===== src/rtl/axi_lite_req_arbiter.sv =====
// Two-requester AXI-Lite arbiter: independent round-robin write and read paths, one outstanding per direction.
// Optional response watchdog enabled by defining ARB_TIMEOUT_EN (limit set by TIMEOUT_CYCLES).
module axi_lite_req_arbiter #(
  parameter int DATA_WIDTH     = 32,
  parameter int ADDR_WIDTH     = 8,
  parameter int RESP_WIDTH     = 2,
  parameter int TIMEOUT_CYCLES = 64
) (
  input  logic                    axi_aclk,
  input  logic                    axi_areset,
  input  logic [ADDR_WIDTH-1:0]   s0_axi_awaddr,
  input  logic                    s0_axi_awvalid,
  output logic                    s0_axi_awready,
  input  logic [DATA_WIDTH-1:0]   s0_axi_wdata,
  input  logic [DATA_WIDTH/8-1:0] s0_axi_wstrb,
  input  logic                    s0_axi_wvalid,
  output logic                    s0_axi_wready,
  output logic [RESP_WIDTH-1:0]   s0_axi_bresp,
  output logic                    s0_axi_bvalid,
  input  logic                    s0_axi_bready,
  input  logic [ADDR_WIDTH-1:0]   s0_axi_araddr,
  input  logic                    s0_axi_arvalid,
  output logic                    s0_axi_arready,
  output logic [DATA_WIDTH-1:0]   s0_axi_rdata,
  output logic [RESP_WIDTH-1:0]   s0_axi_rresp,
  output logic                    s0_axi_rvalid,
  input  logic                    s0_axi_rready,
  input  logic [ADDR_WIDTH-1:0]   s1_axi_awaddr,
  input  logic                    s1_axi_awvalid,
  output logic                    s1_axi_awready,
  input  logic [DATA_WIDTH-1:0]   s1_axi_wdata,
  input  logic [DATA_WIDTH/8-1:0] s1_axi_wstrb,
  input  logic                    s1_axi_wvalid,
  output logic                    s1_axi_wready,
  output logic [RESP_WIDTH-1:0]   s1_axi_bresp,
  output logic                    s1_axi_bvalid,
  input  logic                    s1_axi_bready,
  input  logic [ADDR_WIDTH-1:0]   s1_axi_araddr,
  input  logic                    s1_axi_arvalid,
  output logic                    s1_axi_arready,
  output logic [DATA_WIDTH-1:0]   s1_axi_rdata,
  output logic [RESP_WIDTH-1:0]   s1_axi_rresp,
  output logic                    s1_axi_rvalid,
  input  logic                    s1_axi_rready,
  output logic [ADDR_WIDTH-1:0]   m_axi_awaddr,
  output logic                    m_axi_awvalid,
  input  logic                    m_axi_awready,
  output logic [DATA_WIDTH-1:0]   m_axi_wdata,
  output logic [DATA_WIDTH/8-1:0] m_axi_wstrb,
  output logic                    m_axi_wvalid,
  input  logic                    m_axi_wready,
  input  logic [RESP_WIDTH-1:0]   m_axi_bresp,
  input  logic                    m_axi_bvalid,
  output logic                    m_axi_bready,
  output logic [ADDR_WIDTH-1:0]   m_axi_araddr,
  output logic                    m_axi_arvalid,
  input  logic                    m_axi_arready,
  input  logic [DATA_WIDTH-1:0]   m_axi_rdata,
  input  logic [RESP_WIDTH-1:0]   m_axi_rresp,
  input  logic                    m_axi_rvalid,
  output logic                    m_axi_rready,
  output logic [1:0]              wr_grant,
  output logic [1:0]              rd_grant
);

  localparam logic [RESP_WIDTH-1:0] RESP_SLVERR = RESP_WIDTH'(2);

  typedef enum logic [1:0] {W_IDLE, W_ADDR, W_RESP, W_TOUT} wr_state_t;
  typedef enum logic [1:0] {R_IDLE, R_ADDR, R_DATA, R_TOUT} rd_state_t;

  wr_state_t r_wr_state, w_wr_state_nxt;
  rd_state_t r_rd_state, w_rd_state_nxt;
  logic [1:0] r_wr_grant, w_wr_grant_nxt, r_rd_grant, w_rd_grant_nxt;
  logic       r_wr_ptr, w_wr_ptr_nxt, r_rd_ptr, w_rd_ptr_nxt;
  logic       r_aw_done, w_aw_done_nxt, r_w_done, w_w_done_nxt;
  logic       w_wsel, w_rsel, w_aw_hs, w_w_hs, w_awrdy, w_wrdy, w_bvld, w_arrdy, w_rvld;
  logic [RESP_WIDTH-1:0] w_bresp, w_rresp;
  logic [DATA_WIDTH-1:0] w_rdata;

`ifdef ARB_TIMEOUT_EN
  localparam int CNT_W = $clog2(TIMEOUT_CYCLES + 1);
  logic [CNT_W-1:0] r_wcnt, w_wcnt_nxt, r_rcnt, w_rcnt_nxt;
  logic             r_wdrain, w_wdrain_nxt, r_rdrain, w_rdrain_nxt;
`endif

  assign w_wsel   = r_wr_grant[1];
  assign w_rsel   = r_rd_grant[1];
  assign wr_grant = r_wr_grant;
  assign rd_grant = r_rd_grant;

  always_ff @(posedge axi_aclk or posedge axi_areset) begin
    if (axi_areset) begin
      r_wr_state <= W_IDLE;
      r_rd_state <= R_IDLE;
      r_wr_grant <= '0;
      r_rd_grant <= '0;
      r_wr_ptr   <= 1'b0;
      r_rd_ptr   <= 1'b0;
      r_aw_done  <= 1'b0;
      r_w_done   <= 1'b0;
`ifdef ARB_TIMEOUT_EN
      r_wcnt     <= '0;
      r_rcnt     <= '0;
      r_wdrain   <= 1'b0;
      r_rdrain   <= 1'b0;
`endif
    end else begin
      r_wr_state <= w_wr_state_nxt;
      r_rd_state <= w_rd_state_nxt;
      r_wr_grant <= w_wr_grant_nxt;
      r_rd_grant <= w_rd_grant_nxt;
      r_wr_ptr   <= w_wr_ptr_nxt;
      r_rd_ptr   <= w_rd_ptr_nxt;
      r_aw_done  <= w_aw_done_nxt;
      r_w_done   <= w_w_done_nxt;
`ifdef ARB_TIMEOUT_EN
      r_wcnt     <= w_wcnt_nxt;
      r_rcnt     <= w_rcnt_nxt;
      r_wdrain   <= w_wdrain_nxt;
      r_rdrain   <= w_rdrain_nxt;
`endif
    end
  end

  // Write path; AW and W completions are latched separately so each valid drops once accepted.
  always_comb begin
    w_wr_state_nxt = r_wr_state;
    w_wr_grant_nxt = r_wr_grant;
    w_wr_ptr_nxt   = r_wr_ptr;
    w_aw_done_nxt  = r_aw_done;
    w_w_done_nxt   = r_w_done;
    m_axi_awaddr   = '0;
    m_axi_awvalid  = 1'b0;
    m_axi_wdata    = '0;
    m_axi_wstrb    = '0;
    m_axi_wvalid   = 1'b0;
    m_axi_bready   = 1'b0;
    w_aw_hs        = 1'b0;
    w_w_hs         = 1'b0;
    w_awrdy        = 1'b0;
    w_wrdy         = 1'b0;
    w_bvld         = 1'b0;
    w_bresp        = '0;
`ifdef ARB_TIMEOUT_EN
    w_wcnt_nxt     = '0;
    w_wdrain_nxt   = r_wdrain;
`endif
    case (r_wr_state)
      W_IDLE: begin
        if (s0_axi_awvalid || s1_axi_awvalid) begin
          if (s0_axi_awvalid && s1_axi_awvalid)
            w_wr_grant_nxt = r_wr_ptr ? 2'b10 : 2'b01;
          else
            w_wr_grant_nxt = s1_axi_awvalid ? 2'b10 : 2'b01;
          w_wr_state_nxt = W_ADDR;
        end
      end
      W_ADDR: begin
        m_axi_awaddr  = w_wsel ? s1_axi_awaddr : s0_axi_awaddr;
        m_axi_awvalid = (w_wsel ? s1_axi_awvalid : s0_axi_awvalid) && !r_aw_done;
        m_axi_wdata   = w_wsel ? s1_axi_wdata : s0_axi_wdata;
        m_axi_wstrb   = w_wsel ? s1_axi_wstrb : s0_axi_wstrb;
        m_axi_wvalid  = (w_wsel ? s1_axi_wvalid : s0_axi_wvalid) && !r_w_done;
        w_awrdy       = m_axi_awready && !r_aw_done;
        w_wrdy        = m_axi_wready && !r_w_done;
        w_aw_hs       = m_axi_awvalid && m_axi_awready;
        w_w_hs        = m_axi_wvalid && m_axi_wready;
        w_aw_done_nxt = r_aw_done || w_aw_hs;
        w_w_done_nxt  = r_w_done || w_w_hs;
        if (w_aw_done_nxt && w_w_done_nxt) begin
          w_aw_done_nxt  = 1'b0;
          w_w_done_nxt   = 1'b0;
          w_wr_state_nxt = W_RESP;
        end
      end
      W_RESP: begin
        w_bvld       = m_axi_bvalid;
        w_bresp      = m_axi_bresp;
        m_axi_bready = w_wsel ? s1_axi_bready : s0_axi_bready;
        if (m_axi_bvalid && m_axi_bready) begin
          w_wr_ptr_nxt   = !w_wsel;
          w_wr_grant_nxt = '0;
          w_wr_state_nxt = W_IDLE;
        end
`ifdef ARB_TIMEOUT_EN
        else begin
          w_wcnt_nxt = r_wcnt + 1'b1;
          if (!m_axi_bvalid && r_wcnt == CNT_W'(TIMEOUT_CYCLES - 1))
            w_wr_state_nxt = W_TOUT;
        end
`endif
      end
      default: begin
`ifdef ARB_TIMEOUT_EN
        w_bvld  = 1'b1;
        w_bresp = RESP_SLVERR;
        if (w_wsel ? s1_axi_bready : s0_axi_bready) begin
          w_wr_ptr_nxt   = !w_wsel;
          w_wr_grant_nxt = '0;
          w_wr_state_nxt = W_IDLE;
          w_wdrain_nxt   = 1'b1;
        end
`else
        w_wr_state_nxt = W_IDLE;
`endif
      end
    endcase
`ifdef ARB_TIMEOUT_EN
    // Swallow a response that shows up after its transaction was already timed out.
    if (r_wdrain && (r_wr_state == W_IDLE || r_wr_state == W_ADDR)) begin
      m_axi_bready = 1'b1;
      if (m_axi_bvalid) w_wdrain_nxt = 1'b0;
    end
`endif
    s0_axi_awready = !w_wsel && w_awrdy;
    s1_axi_awready = w_wsel && w_awrdy;
    s0_axi_wready  = !w_wsel && w_wrdy;
    s1_axi_wready  = w_wsel && w_wrdy;
    s0_axi_bvalid  = !w_wsel && w_bvld;
    s1_axi_bvalid  = w_wsel && w_bvld;
    s0_axi_bresp   = w_wsel ? '0 : w_bresp;
    s1_axi_bresp   = w_wsel ? w_bresp : '0;
  end

  always_comb begin
    w_rd_state_nxt = r_rd_state;
    w_rd_grant_nxt = r_rd_grant;
    w_rd_ptr_nxt   = r_rd_ptr;
    m_axi_araddr   = '0;
    m_axi_arvalid  = 1'b0;
    m_axi_rready   = 1'b0;
    w_arrdy        = 1'b0;
    w_rvld         = 1'b0;
    w_rresp        = '0;
    w_rdata        = '0;
`ifdef ARB_TIMEOUT_EN
    w_rcnt_nxt     = '0;
    w_rdrain_nxt   = r_rdrain;
`endif
    case (r_rd_state)
      R_IDLE: begin
        if (s0_axi_arvalid || s1_axi_arvalid) begin
          if (s0_axi_arvalid && s1_axi_arvalid)
            w_rd_grant_nxt = r_rd_ptr ? 2'b10 : 2'b01;
          else
            w_rd_grant_nxt = s1_axi_arvalid ? 2'b10 : 2'b01;
          w_rd_state_nxt = R_ADDR;
        end
      end
      R_ADDR: begin
        m_axi_araddr  = w_rsel ? s1_axi_araddr : s0_axi_araddr;
        m_axi_arvalid = w_rsel ? s1_axi_arvalid : s0_axi_arvalid;
        w_arrdy       = m_axi_arready;
        if (m_axi_arvalid && m_axi_arready) w_rd_state_nxt = R_DATA;
      end
      R_DATA: begin
        w_rvld       = m_axi_rvalid;
        w_rresp      = m_axi_rresp;
        w_rdata      = m_axi_rdata;
        m_axi_rready = w_rsel ? s1_axi_rready : s0_axi_rready;
        if (m_axi_rvalid && m_axi_rready) begin
          w_rd_ptr_nxt   = !w_rsel;
          w_rd_grant_nxt = '0;
          w_rd_state_nxt = R_IDLE;
        end
`ifdef ARB_TIMEOUT_EN
        else begin
          w_rcnt_nxt = r_rcnt + 1'b1;
          if (!m_axi_rvalid && r_rcnt == CNT_W'(TIMEOUT_CYCLES - 1))
            w_rd_state_nxt = R_TOUT;
        end
`endif
      end
      default: begin
`ifdef ARB_TIMEOUT_EN
        w_rvld  = 1'b1;
        w_rresp = RESP_SLVERR;
        if (w_rsel ? s1_axi_rready : s0_axi_rready) begin
          w_rd_ptr_nxt   = !w_rsel;
          w_rd_grant_nxt = '0;
          w_rd_state_nxt = R_IDLE;
          w_rdrain_nxt   = 1'b1;
        end
`else
        w_rd_state_nxt = R_IDLE;
`endif
      end
    endcase
`ifdef ARB_TIMEOUT_EN
    if (r_rdrain && (r_rd_state == R_IDLE || r_rd_state == R_ADDR)) begin
      m_axi_rready = 1'b1;
      if (m_axi_rvalid) w_rdrain_nxt = 1'b0;
    end
`endif
    s0_axi_arready = !w_rsel && w_arrdy;
    s1_axi_arready = w_rsel && w_arrdy;
    s0_axi_rvalid  = !w_rsel && w_rvld;
    s1_axi_rvalid  = w_rsel && w_rvld;
    s0_axi_rresp   = w_rsel ? '0 : w_rresp;
    s1_axi_rresp   = w_rsel ? w_rresp : '0;
    s0_axi_rdata   = w_rsel ? '0 : w_rdata;
    s1_axi_rdata   = w_rsel ? w_rdata : '0;
  end

endmodule


===== config.mk =====
export PLATFORM = sky130hd
export DESIGN_NAME = axi_lite_req_arbiter
export DESIGN_NICKNAME = d
export VERILOG_FILES = /design/src/rtl/axi_lite_req_arbiter.sv
export SDC_FILE = /design/constraint.sdc
export NUM_CORES = 1
export LEC_CHECK = 0
export CAP_MARGIN = 20
export CORE_AREA = 4 4 115 117
export DETAILED_ROUTE_END_ITERATION = 7
export DIE_AREA = 0 0 119 121
export HOLD_SLACK_MARGIN = 0.1
export PLACE_DENSITY = 0.65
export SLEW_MARGIN = 30
export SYNTH_ARGS = -nofsm -noshare
export SYNTH_HDL_FRONTEND = slang
export SYNTH_SLANG_ARGS = --single-unit

===== constraint.sdc =====
create_clock -name axi_aclk -period 1.5 [get_ports axi_aclk]
set_clock_uncertainty 0.05 [all_clocks]
set_input_delay 0.15 -clock axi_aclk [delete_from_list [all_inputs] [get_ports axi_aclk]]
set_output_delay 0.15 -clock axi_aclk [all_outputs]
set_load 0.1 [all_outputs]

==> results_dict.tcl <==
set metrics [dict create \
    internal_power_mw 9.17 \
    cts_buffers 3 \
    seqPwrFrac_pct 3.0 \
    synth_top_area_cell "mux2i_1" \
    crit_type "flip-flop to primary output" \
    hold_viol_final 0 \
    p_leak_nw 3.41 \
    clock_sink_count 12 \
    most-common-layout-cells "buf_12, clkdlybuf4s50_1, nor2_4, mux2i_2, and3_4" \
    num_rows 41 \
    drt_iter0_drc 80 \
    dp_cells 772 \
    critical_path.endpoint_type "primary output" \
    tightestPinTransition_ns 0.487 \
    overflow 0 \
    yosys.area.top_type_share_pct 26.5 \
    area_growth_pct 314 \
    slowest_delay_ns 0.48 \
    initial_core_util_pct 17.1 \
    switching_share_pct 58.2 \
    critPathMostFrequentCell "buf_12" \
    htree_levels 1 \
    netlist_instances 296 \
    ant_nets 0 \
    firstDrtPassIters 4 \
    final_layout_size_suffix_gt1_share_pct 66.6 \
    syn_area_um2 2120 \
    fillCellCount 867 \
    crit_required_ns 1.30 \
    p_total_mw 22.0 \
    cp_slowest_cell "dfrtp_4" \
    die_area_um2 14400 \
    root_buffer "clkbuf_16" \
    die_x_um 119 \
    drt-wirelength-per-cell_um 21.0 \
    drc 0 \
    min_period_ns 1.74 \
    synth_fp_nets 453 \
    outcome "complete, but fails checks" \
    comb_power_share_pct 94.9 \
    nets 791 \
    synth_cell_types 32 \
    grt_usage_pct 21.3 \
    violations "setup timing" \
    slew_headroom_pct 67.5 \
    grt_pass1_vias 3783 \
    path_clk_slew_ns 0.04 \
    io_buffers 299 \
    drv_cap 0 \
    core_area_um2 12400 \
    yosys_warnings 0 \
    setup_viol 145 \
    place_hpwl_um 13100 \
    gp_congestion 0.847 \
    cp_max_fo 19 \
    diodes 0 \
    clock_latency_ns 0.23 \
    cts_tree "built" \
    ys_ff_latch 12 \
    wl_met1_um 6480 \
    drv_slew 0 \
    p_sw_mw 12.8 \
    setup_ws_ns -0.238 \
    final_common_cell "buf_12" \
    wl_met2_um 9670 \
    hold_path.class "primary input to async pin" \
    power_density_nw_per_um2 2510 \
    syn_avg_cell_area_um2 7.15 \
    routed.top_layer "met4" \
    fmax_mhz 575 \
    cts_hold_buf 0 \
    clockBufferDepth 2 \
    critPathArrivalTime_ns 1.54 \
    critPathLaunchType "flip-flop" \
    rsz0062_at_grt "true" \
    clockPowerShare_pct 2.2 \
    grt_pass1_wl_um 23800 \
    post-route-period-util_pct 116 \
    grt_max_degree 23 \
    synth.area.top_cells "mux2i_1, dfrtp_1, and3_1" \
    final_cells 804 \
    crit_chain "buf_12 > mux2i_2 > nor2_4 > buf_12" \
    wl_um 16900 \
    wl_met3_um 447 \
    ios 300 \
    avgViaCountPerCell 4.43 \
    ys_seq_area_share_pct 14.2 \
    grt_antenna_before_repair 0 \
    vdd_drop_max_mv 1.88 \
    die_h_um 121 \
    vias 3560 \
]
kinds of logic (layout without fill, tap and decap cells):
kind of cell / Yosys count / count (layout) / share of synthesized area, %
and+or+nand+nor: 164 / 164 / 41.4
DFF: 12 / 12 / 14.2
muxes: 60 / 60 / 28.8
buffers and inverters: 38 / 374 / 8.98
AOI/OAI and AO/OA: 22 / 22 / 6.62
path summary, 6_finish.rpt:
kind,start,to,slack (ns),depth (start not counted)
min,axi_areset,wr_grant[0],0.19,2
max,wr_grant[1],m_axi_wdata[5],-0.24,4
max in group asynchronous,axi_areset,rd_grant[1],0.84,2
min in group axi_aclk,r_rd_ptr,r_rd_ptr,0.45,2
max reg2reg,rd_grant[1],r_rd_state[1],-0.13,5
min reg2reg,r_rd_ptr,r_rd_ptr,0.45,2
registers in the layout, summed over array words and instances (netlist names):
register,count
r_rd_state,2
r_wr_state,2
rd_grant,2
wr_grant,2
r_aw_done,1
r_rd_ptr,1
r_w_done,1
r_wr_ptr,1
final cells by class:
type	count	area (um2)	share of cell area (%)
Clock buffer	3	75.1	0.857
Inverter	10	37.5	0.429
Multi-Input combinational cell	246	2850	32.6
Sequential cell	12	309	3.53
Tap cell	172	215	2.46
Timing Repair Buffer	361	5270	60.1
synth_stat cells:
cell	n
buf_4	9
inv_1	10
o21ai_0	7
o21a_1	2
and2_1	36
nand3b_1	1
and3_1	37
a31oi_1	3
o31ai_1	1
nor3b_1	1
mux2i_1	56
o31a_1	1
buf_2	11
nand4b_1	1
clkbuf_1	8
and4b_1	1
or3b_1	1
nor3_1	7
and2b_4	1
nand2b_1	2
nor2_1	58
dfrtp_1	12
nor2b_4	1
and4_1	2
nor4_1	2
mux2_4	1
mux2_2	3
a32oi_1	2
nand2_1	9
nor2b_1	4
o211ai_1	3
a21oi_1	3
critical path, delay by kind of cell (launching register included):
family	cells	cell delay (ns)
and+or+nand+nor	1	0.07
buffers and inverters	2	0.41
muxes	1	0.32
DFF	1	0.48
timing repair:
action / 4_1_cts / 5_1_grt
cloned: 5 / 4
setup buffers: 16 / 9
pin swaps: 4 / 9
resized for setup: 90 / 30
setup endpoints to repair: 139 / 148
metrics by stage:
step                      setup TNS (ns)  worst slack (ns)  util, %  hold slack (ns)  area (um2)
after CTS                         -25.38            -0.237     68.9            0.209        8520
after detailed placement          -0.315           -0.0651     63.2            0.448        7820
after floorplan                   -31.50            -0.808        -          -0.0353        3010
after global routing              -30.60            -0.279     70.8            0.230        8760
after global placement            -0.122           -0.0522     63.2            0.443        7820
final                             -24.44            -0.238     70.8            0.187        8760
power groups by stage:
stage	Combinational [mW]	Clock, mW	Sequential, mW
6_report	20.8	0.473	0.651
5_1_grt	21.4	0.500	0.667
4_1_cts	20.3	0.478	0.652
3_5_place_dp	18.8	0	0.692
3_3_place_gp	18.6	0	0.675
2_1_floorplan	11.7	0	0.986
routing by layer:
layer	vias up	track usage [%]
li1	1705	-
met1	1740	26.0
met2	96	40.8
met3	19	1.82
met4	0	4.27
met5	-	0
Power figures use the tool's default switching activity.
